File: config.mk
export PLATFORM = sky130hd
export DESIGN_NAME = ifid_skid_reg
export DESIGN_NICKNAME = d
export VERILOG_FILES = /design/src/rtl/ifid_skid_reg.sv
export SDC_FILE = /design/constraint.sdc
export NUM_CORES = 1
export LEC_CHECK = 0
export CAP_MARGIN = 20
export CELL_PAD_IN_SITES_DETAIL_PLACEMENT = 0
export CELL_PAD_IN_SITES_GLOBAL_PLACEMENT = 1
export CORE_UTILIZATION = 38
export DETAILED_ROUTE_END_ITERATION = 10
export GPL_TIMING_DRIVEN = 0
export PLACE_DENSITY_LB_ADDON = 0.1
export SLEW_MARGIN = 20
export SYNTH_ARGS = -nofsm -noshare
export SYNTH_HDL_FRONTEND = slang
export SYNTH_SLANG_ARGS = --single-unit
File: constraint.sdc
create_clock -name clk -period 3.1 [get_ports clk]
set_clock_uncertainty 0.2 [all_clocks]
set_input_delay 0.62 -clock clk [delete_from_list [all_inputs] [get_ports clk]]
set_output_delay 0.62 -clock clk [all_outputs]
set_load 0.03 [all_outputs]
File: src/rtl/ifid_skid_reg.sv
// IF/ID pipeline register with a valid/ready handshake and a 2-entry skid buffer.
// Optional performance counters are enabled by defining IFID_PERF_CNT_EN.
module ifid_skid_reg #(
  parameter int unsigned         INSTR_W   = 8,
  parameter int unsigned         PC_W      = 8,
  parameter logic [INSTR_W-1:0]  NOP_INSTR = '0
) (
  input  logic               clk,
  input  logic               reset,
  input  logic               in_valid,
  output logic               in_ready,
  input  logic [INSTR_W-1:0] in_instr,
  input  logic [PC_W-1:0]    in_pc,
  input  logic               flush,
  input  logic               branch_taken,
  output logic               out_valid,
  input  logic               out_ready,
  output logic [INSTR_W-1:0] out_instr,
  output logic [PC_W-1:0]    out_pc,
  output logic [1:0]         occupancy
`ifdef IFID_PERF_CNT_EN
  ,
  output logic [15:0]        perf_stall_cnt,
  output logic [15:0]        perf_flush_cnt
`endif
);

  localparam int unsigned CNT_W = 16;

  typedef enum logic [1:0] {
    EMPTY = 2'd0,
    ONE   = 2'd1,
    TWO   = 2'd2
  } state_e;

  state_e             state_q, state_d;
  logic [INSTR_W-1:0] main_instr_q, main_instr_d;
  logic [PC_W-1:0]    main_pc_q, main_pc_d;
  logic [INSTR_W-1:0] skid_instr_q, skid_instr_d;
  logic [PC_W-1:0]    skid_pc_q, skid_pc_d;
  logic               kill_c;
  logic               acc_c;
  logic               pop_c;

  // Handshake flags come straight from the state register, so out_ready never reaches in_ready.
  assign in_ready  = (state_q != TWO);
  assign out_valid = (state_q != EMPTY);
  assign occupancy = 2'(state_q);
  assign out_instr = main_instr_q;
  assign out_pc    = main_pc_q;

  assign kill_c = flush | branch_taken;
  assign acc_c  = in_valid & in_ready;
  assign pop_c  = out_valid & out_ready;

  // Next-state and datapath selection; the head register is kept at NOP whenever empty.
  always_comb begin
    state_d      = state_q;
    main_instr_d = main_instr_q;
    main_pc_d    = main_pc_q;
    skid_instr_d = skid_instr_q;
    skid_pc_d    = skid_pc_q;
    if (kill_c) begin
      state_d      = EMPTY;
      main_instr_d = NOP_INSTR;
      main_pc_d    = '0;
      skid_instr_d = NOP_INSTR;
      skid_pc_d    = '0;
    end else begin
      case (state_q)
        EMPTY: begin
          if (acc_c) begin
            state_d      = ONE;
            main_instr_d = in_instr;
            main_pc_d    = in_pc;
          end
        end
        ONE: begin
          if (acc_c && pop_c) begin
            main_instr_d = in_instr;
            main_pc_d    = in_pc;
          end else if (acc_c) begin
            state_d      = TWO;
            skid_instr_d = in_instr;
            skid_pc_d    = in_pc;
          end else if (pop_c) begin
            state_d      = EMPTY;
            main_instr_d = NOP_INSTR;
            main_pc_d    = '0;
          end
        end
        TWO: begin
          if (pop_c) begin
            state_d      = ONE;
            main_instr_d = skid_instr_q;
            main_pc_d    = skid_pc_q;
            skid_instr_d = NOP_INSTR;
            skid_pc_d    = '0;
          end
        end
        default: begin
          state_d      = EMPTY;
          main_instr_d = NOP_INSTR;
          main_pc_d    = '0;
          skid_instr_d = NOP_INSTR;
          skid_pc_d    = '0;
        end
      endcase
    end
  end

  always_ff @(posedge clk) begin
    if (reset) begin
      state_q      <= EMPTY;
      main_instr_q <= NOP_INSTR;
      main_pc_q    <= '0;
      skid_instr_q <= NOP_INSTR;
      skid_pc_q    <= '0;
    end else begin
      state_q      <= state_d;
      main_instr_q <= main_instr_d;
      main_pc_q    <= main_pc_d;
      skid_instr_q <= skid_instr_d;
      skid_pc_q    <= skid_pc_d;
    end
  end

`ifdef IFID_PERF_CNT_EN
  logic [CNT_W-1:0] stall_cnt_q, stall_cnt_d;
  logic [CNT_W-1:0] flush_cnt_q, flush_cnt_d;

  // Saturating event counters, cleared only by reset.
  always_comb begin
    stall_cnt_d = stall_cnt_q;
    flush_cnt_d = flush_cnt_q;
    if (out_valid && !out_ready && (stall_cnt_q != {CNT_W{1'b1}})) begin
      stall_cnt_d = stall_cnt_q + CNT_W'(1);
    end
    if (kill_c && (flush_cnt_q != {CNT_W{1'b1}})) begin
      flush_cnt_d = flush_cnt_q + CNT_W'(1);
    end
  end

  always_ff @(posedge clk) begin
    if (reset) begin
      stall_cnt_q <= '0;
      flush_cnt_q <= '0;
    end else begin
      stall_cnt_q <= stall_cnt_d;
      flush_cnt_q <= flush_cnt_d;
    end
  end

  assign perf_stall_cnt = stall_cnt_q;
  assign perf_flush_cnt = flush_cnt_q;
`endif

endmodule

==> flow_summary.yaml, run 1 <==
clock_network:
  clkLatencyLatePin_ns: 0.28
  cts_num_sinks: 34
  cts_tree: "done"
  worst_setup_hold_path_clk_slew_ns: 0.07
  cts-hold-fix-buffers: 0
  cts.htree.levels: 2
  postCtsSetupBuffers: 0
  cts_repair_resize_count: 0
  clock_path_buffers: 2
  cts.root.buffer_cell: "sky130_fd_sc_hd__clkbuf_8"
  number_of_cts_inserted_buffers: 5
critical_path:
  cp_top_family: "buffers and inverters"
  cp.depth: 2
  worst_setup_path_end_kind: "primary output"
  critPathBufInv: 1
  worst_ep_arrival_time_ns: 1.62
  timing.reg2reg.worst_path_depth: 5
  worst-setup-path-type: "flop to primary output"
  cpPeakStageDelay_ns: 0.67
  worst_setup_path_start_kind: "flop"
  regToRegSetupSlack_ns: 1.35
  crit-reg2reg-launch: "occupancy[0]$_SDFFE_PP0P_"
  critPathRequiredTime_ns: 2.28
  crit_path_top_delay_cell: "sky130_fd_sc_hd__clkdlybuf4s50_1"
  path_max_fanout: 10
  critPathLaunch: "occupancy[0]$_SDFFE_PP0P_"
  timing.rr.end: "skid_instr_q[3]$_SDFFE_PP0P_"
  endpoint: "in_ready"
  crit_path_cell_trace: "nand2b_2, clkdlybuf4s50_1"
power:
  irDropWorstVdd_uv: 238
  power.internal_mw: 0.677
  leakagePower_nw: 0.695
  power.density_nw_per_um2: 429
  netSwitchingPower_mw: 0.213
  power.share.switching_pct: 24.0
  combinationalPowerShare_pct: 12.5
  share_seq_of_total_power_pct: 49.9
  power_frac_clock_pct: 37.6
  p_total_mw: 0.891
timing:
  timing.hold.ws_ns: 0.271
  worst_slew_margin_rel_pct: 67.5
  timing.final.crit_share_pct: 78.7
  slew_violations: 0
  timing.fmax_mhz: 410
  final-hold-violation-count: 0
  final_period_minus_worst_setup_slack_ns: 2.44
  rsz0062_at_grt: "no"
  transition_time_at_the_pin_with_the_least_slew_margin_ns: 0.487
  setup_violations: 0
  setup_tns_ns: 0
  postLayoutSetupSlackWorst_ns: 0.659
global_route:
  grt_pass1_wl_um: 6450
  grt_use_total_pct: 20.3
  number_of_antenna_violations_at_the_first_check_in_global_routing: 0
  grt-ovfl-total: 0
  grt_pass1_vias: 1353
  pin_count_of_the_biggest_net_entering_global_routing: 11
yosys:
  ys_seq_elements: 34
  yosys_warnings: 0
  post_synth_inst_count: 164
  synth_nets: 186
  synth_area_sq_um: 1520
  synth_sequential_area_ratio_pct: 44.9
  syn-mean-instance-area_sq_um: 9.24
  netlist-cell-type-count: 26
die:
  floorplan.initialDensity_pct: 40.5
  chipWidth_um: 65.1
  num_io_pins: 42
  height_of_the_chip_um: 65.1
  placement_rows: 22
  placeableCoreArea_sq_um: 3740
  die_area_sq_um: 4240
placement:
  placed_instances: 253
  gpl.final_weighted_congestion: 0.732
  placement.io_buffers: 41
  pre_cts_slack_ns: 0.518
  placed_area_sq_um: 1990
  detailed_place_hpwl_um: 2680
final_layout:
  final_nets: 234
  final_cell_count_no_fill: 261
  fraction_of_layout_cells_with_a_size_suffix_above_1_pct: 9.86
  antenna_cells_inserted: 0
  n_fill_cell: 367
  finalInstanceArea_sq_um: 2080
  multiInputGateArea_sq_um: 751
  fin_util_pct: 55.5
  area_of_all_sequential_standard_cells_sq_um: 681
  area.growth.synth_to_final_pct: 37.1
detailed_routing:
  detailroute.wirelength.met2_um: 1820
  drt_first_pass_iters: 4
  drt-met1-wl_um: 1750
  route.vias.total: 1383
  drc: 0
  routed-wl-met3_um: 226
  drt-vias-per-instance: 5.30
  drt.antenna.violating_nets: 0
  initial_detailed_routing_violation_count: 55
  route.final.wire_length_um: 3840
  detail_route.wl_per_cell_um: 14.7
  dr.max_layer_used: "met4"
min_path:
  timing.hold.worst.class: "flop to flop"
  min-delay-start: "out_instr[4]$_SDFFE_PP0P_"
run_status:
  status: "completed"
flow_run:
  drv.max_cap_violation_count: 0
[sequential cells by signal, indices dropped and copies added (netlist names)]
name	cells
out_instr	8
out_pc	8
skid_instr_q	8
skid_pc_q	8
occupancy	2
[worst min-delay path by stage]
| stage | depth (start not counted) | end | slack [ns] |
|---|---|---|---|
| after floorplan | 2 | skid_instr_q[0]$_SDFFE_PP0P_ | 0.26 |
| after global placement | 2 | out_instr[4]$_SDFFE_PP0P_ | 0.25 |
| after detailed placement | 2 | out_instr[4]$_SDFFE_PP0P_ | 0.26 |
| after CTS | 2 | out_instr[4]$_SDFFE_PP0P_ | 0.27 |
| after global routing | 2 | out_instr[4]$_SDFFE_PP0P_ | 0.28 |
| final | 2 | out_instr[4]$_SDFFE_PP0P_ | 0.27 |
[synth_stat cells (all sizes together)]
| cell type | n | share of area [%] |
|---|---|---|
| o22ai | 16 | 6.6 |
| and2 | 16 | 6.6 |
| a211oi | 1 | 0.50 |
| mux2i | 16 | 11 |
| buf | 9 | 4.0 |
| nor3 | 1 | 0.66 |
| nor2 | 18 | 4.6 |
| inv | 1 | 0.25 |
| a32oi | 16 | 9.2 |
| a21oi | 1 | 0.33 |
| o21ai | 3 | 1.2 |
| or2 | 1 | 0.41 |
| dfxtp | 34 | 45 |
| nand2b | 2 | 0.99 |
| nor2b | 3 | 1.2 |
| nand2 | 17 | 4.2 |
| or3 | 1 | 0.41 |
| o22a | 2 | 1.2 |
| mux2 | 1 | 0.74 |
| clkbuf | 5 | 1.2 |
[metal layers]
layer / vias up / global-route usage [%]
li1: 685 / -
met1: 650 / 25.6
met2: 43 / 33.7
met3: 5 / 5.03
met4: 0 / 6.52
met5: - / 0
[power by group through the flow]
stage                     clock network (mW)  logic [mW]  registers (mW)
after floorplan                            0      0.0497           0.463
after global placement                     0       0.111           0.454
after detailed placement                   0       0.112           0.454
after CTS                              0.341       0.113           0.445
after global routing                   0.361       0.120           0.445
final                                  0.335       0.112           0.445
[cell type report]
type                       count  area share, %
buffer                        14           3.86
tap                           48           2.89
sequential                    34           32.8
clock buffer                   7           4.16
inverter                       1          0.181
clock inverter                 1          0.241
timing repair buffer          41           19.8
multi-input combinational    115           36.1
[logic make-up after synthesis]
group                  after synthesis  share of synthesized area (%)
AOI/OAI and AO/OA                   39                           19.1
muxes                               17                           11.3
DFF                                 34                           44.9
and+or+nand+nor                     59                           19.2
buffers and inverters               15                           5.53
[worst reg2reg max path: stages (launching register included)]
cell and delay [ns]:
sky130_fd_sc_hd__dfxtp_1 0.47, sky130_fd_sc_hd__nor2b_1 0.43, sky130_fd_sc_hd__buf_2 0.29, sky130_fd_sc_hd__and2_1 0.16, sky130_fd_sc_hd__mux2i_1 0.07, sky130_fd_sc_hd__nor2_1 0.08
[cell usage in the layout, fill, tap and decap left out, types with 2 or more instances in the layout]
master	n
sky130_fd_sc_hd__a32oi_1	16
sky130_fd_sc_hd__and2_1	16
sky130_fd_sc_hd__buf_2	4
sky130_fd_sc_hd__buf_4	4
sky130_fd_sc_hd__clkbuf_1	6
sky130_fd_sc_hd__clkbuf_8	6
sky130_fd_sc_hd__clkdlybuf4s50_1	41
sky130_fd_sc_hd__dfxtp_1	34
sky130_fd_sc_hd__mux2i_1	16
sky130_fd_sc_hd__nand2_1	17
sky130_fd_sc_hd__nor2_1	17
sky130_fd_sc_hd__nor2b_1	3
sky130_fd_sc_hd__o22a_1	2
sky130_fd_sc_hd__o22ai_1	16
(Power assumes the default switching activity.)
==> inputs of run 2 (changes only) <==
CORE_UTILIZATION = 31   (was 38)
clock period = 2.2 ns   (was 3.1 ns; I/O delays follow)
==> flow_summary.yaml, run 2 (synthesis gave the netlist of run 1 again) <==
die:
  num_io_pins: 42
  placeableCoreArea_sq_um: 4720
  die_area_sq_um: 5170
  chipWidth_um: 71.9
  floorplan.initialDensity_pct: 32.1
  placement_rows: 25
  height_of_the_chip_um: 71.9
critical_path:
  crit-reg2reg-launch: "occupancy[0]$_SDFFE_PP0P_"
  cp_top_family: "buffers and inverters"
  crit_path_cell_trace: "clkdlybuf4s50_1"
  worst-setup-path-type: "flop to primary output"
  path_max_fanout: 10
  worst_setup_path_start_kind: "flop"
  worst_setup_path_end_kind: "primary output"
  regToRegSetupSlack_ns: 0.56
  cpPeakStageDelay_ns: 0.71
  worst_ep_arrival_time_ns: 1.43
  timing.rr.end: "out_pc[3]$_SDFFE_PP0P_"
  timing.reg2reg.worst_path_depth: 5
  crit_path_top_delay_cell: "sky130_fd_sc_hd__clkdlybuf4s50_1"
  critPathBufInv: 1
  critPathRequiredTime_ns: 1.56
detailed_routing:
  drc: 0
  initial_detailed_routing_violation_count: 40
  drt_first_pass_iters: 5
  drt-vias-per-instance: 5.03
  route.final.wire_length_um: 4190
  route.vias.total: 1407
  drt.antenna.violating_nets: 0
  detail_route.wl_per_cell_um: 15.0
power:
  share_seq_of_total_power_pct: 49.8
  power.share.switching_pct: 24.1
  p_total_mw: 1.26
  netSwitchingPower_mw: 0.303
  power_frac_clock_pct: 37.5
  combinationalPowerShare_pct: 12.7
  power.density_nw_per_um2: 596
  irDropWorstVdd_uv: 385
  leakagePower_nw: 0.713
  power.internal_mw: 0.955
global_route:
  grt_pass1_wl_um: 6740
  grt_pass1_vias: 1395
  number_of_antenna_violations_at_the_first_check_in_global_routing: 0
  grt_use_total_pct: 17.0
  pin_count_of_the_biggest_net_entering_global_routing: 11
  grt-ovfl-total: 0
clock_network:
  clock_path_buffers: 2
  worst_setup_hold_path_clk_slew_ns: 0.07
  cts_num_sinks: 34
  cts.htree.levels: 2
  postCtsSetupBuffers: 0
  number_of_cts_inserted_buffers: 5
  clkLatencyLatePin_ns: 0.28
  cts.root.buffer_cell: "sky130_fd_sc_hd__clkbuf_8"
  cts-hold-fix-buffers: 0
  cts_tree: "done"
final_layout:
  fin_util_pct: 44.7
  final_common_cell: "sky130_fd_sc_hd__clkdlybuf4s50_1"
  final_nets: 234
  n_fill_cell: 484
  area.growth.synth_to_final_pct: 39.4
  final_cell_count_no_fill: 280
  antenna_cells_inserted: 0
  fraction_of_layout_cells_with_a_size_suffix_above_1_pct: 10.8
  finalInstanceArea_sq_um: 2110
  layout_common_cells: "sky130_fd_sc_hd__clkdlybuf4s50_1 (39), sky130_fd_sc_hd__dfxtp_1 (32), sky130_fd_sc_hd__nand2_1 (17), sky130_fd_sc_hd__nor2_1 (17)"
placement:
  pre_cts_slack_ns: -0.240
  placement.io_buffers: 41
  detailed_place_hpwl_um: 2910
  placed_area_sq_um: 2010
  gpl.final_weighted_congestion: 0.700
  placed_instances: 272
timing:
  timing.fmax_mhz: 482
  slew_violations: 0
  postLayoutSetupSlackWorst_ns: 0.127
  transition_time_at_the_pin_with_the_least_slew_margin_ns: 0.507
  final_period_minus_worst_setup_slack_ns: 2.07
  worst_slew_margin_rel_pct: 66.2
  setup_violations: 0
  final-hold-violation-count: 0
  rsz0062_at_grt: "no"
  timing.final.crit_share_pct: 94.2
min_path:
  holdPathStages: 2
  worst_min_delay_path_endpoint: "out_pc[6]$_SDFFE_PP0P_"
  timing.hold.worst.class: "flop to flop"
  min-delay-start: "out_pc[6]$_SDFFE_PP0P_"
run_status:
  status: "completed"
flow_run:
  drv.max_cap_violation_count: 0
-- run 2: cell types whose count changed in the layout (fill, tap and decap cells not counted), sizes merged --
cell	previous run	this run
dlygate4sd2	0	1
dlymetal6s2s	0	1
clkdlybuf4s50	41	39
-- run 2: final cells by class --
class	count	area (sq um)	share of cell area (%)
Multi-Input combinational cell	115	758	35.9
Tap cell	67	83.8	3.97
Clock inverter	1	5.00	0.237
Timing Repair Buffer	41	412	19.5
Sequential cell	34	683	32.3
Buffer	14	80.1	3.79
Inverter	1	3.75	0.178
Clock buffer	7	86.3	4.09
-- run 2: what timing repair did --
item,CTS,global route
cloned,0,0
endpoints found under the setup margin,2,10
hold endpoints to repair,0,0
gates resized for setup,3,2
pin swaps,0,0
-- run 2: worst max path at each step --
stage	start	end	slack (ns)	depth (start not counted)
after floorplan	occupancy[1]$_SDFFE_PP0P_	out_instr[2]$_SDFFE_PP0P_	0.43	5
after global placement	out_ready	out_instr[2]$_SDFFE_PP0P_	-0.21	7
after detailed placement	out_ready	out_instr[3]$_SDFFE_PP0P_	-0.24	7
after CTS	occupancy[1]$_SDFFE_PP0P_	out_valid	0.06	2
after global routing	out_ready	out_instr[2]$_SDFFE_PP0P_	0.01	7
final	occupancy[1]$_SDFFE_PP0P_	occupancy[1]	0.13	1
-- run 2: power groups by stage --
stage	combinational (mW)	sequential, mW	clock (mW)
global placement	0.158	0.640	0
global route	0.171	0.627	0.513
finish	0.159	0.627	0.472
floorplan	0.0700	0.652	0
CTS	0.160	0.626	0.488
detailed placement	0.159	0.640	0
-- run 2: metrics by stage --
step	hold slack, ns	TNS [ns]
final	0.275	0
after global routing	0.296	0
after CTS	0.278	0
after detailed placement	0.260	-2.83
after global placement	0.252	-2.18
after floorplan	0.261	0
-- run 2: tightest hold or removal path: stages (launching register included) --
cell and delay [ns]:
sky130_fd_sc_hd__dfxtp_1 0.31, sky130_fd_sc_hd__nand2_1 0.05, sky130_fd_sc_hd__o22ai_1 0.06
-- run 2: routing by layer --
layer | routed length (um) | GRT usage, %
met1 | 1970 | 20.5
met2 | 1970 | 29.8
met3 | 210 | 4.72
met4 | 48 | 4.58
met5 | 0 | 0
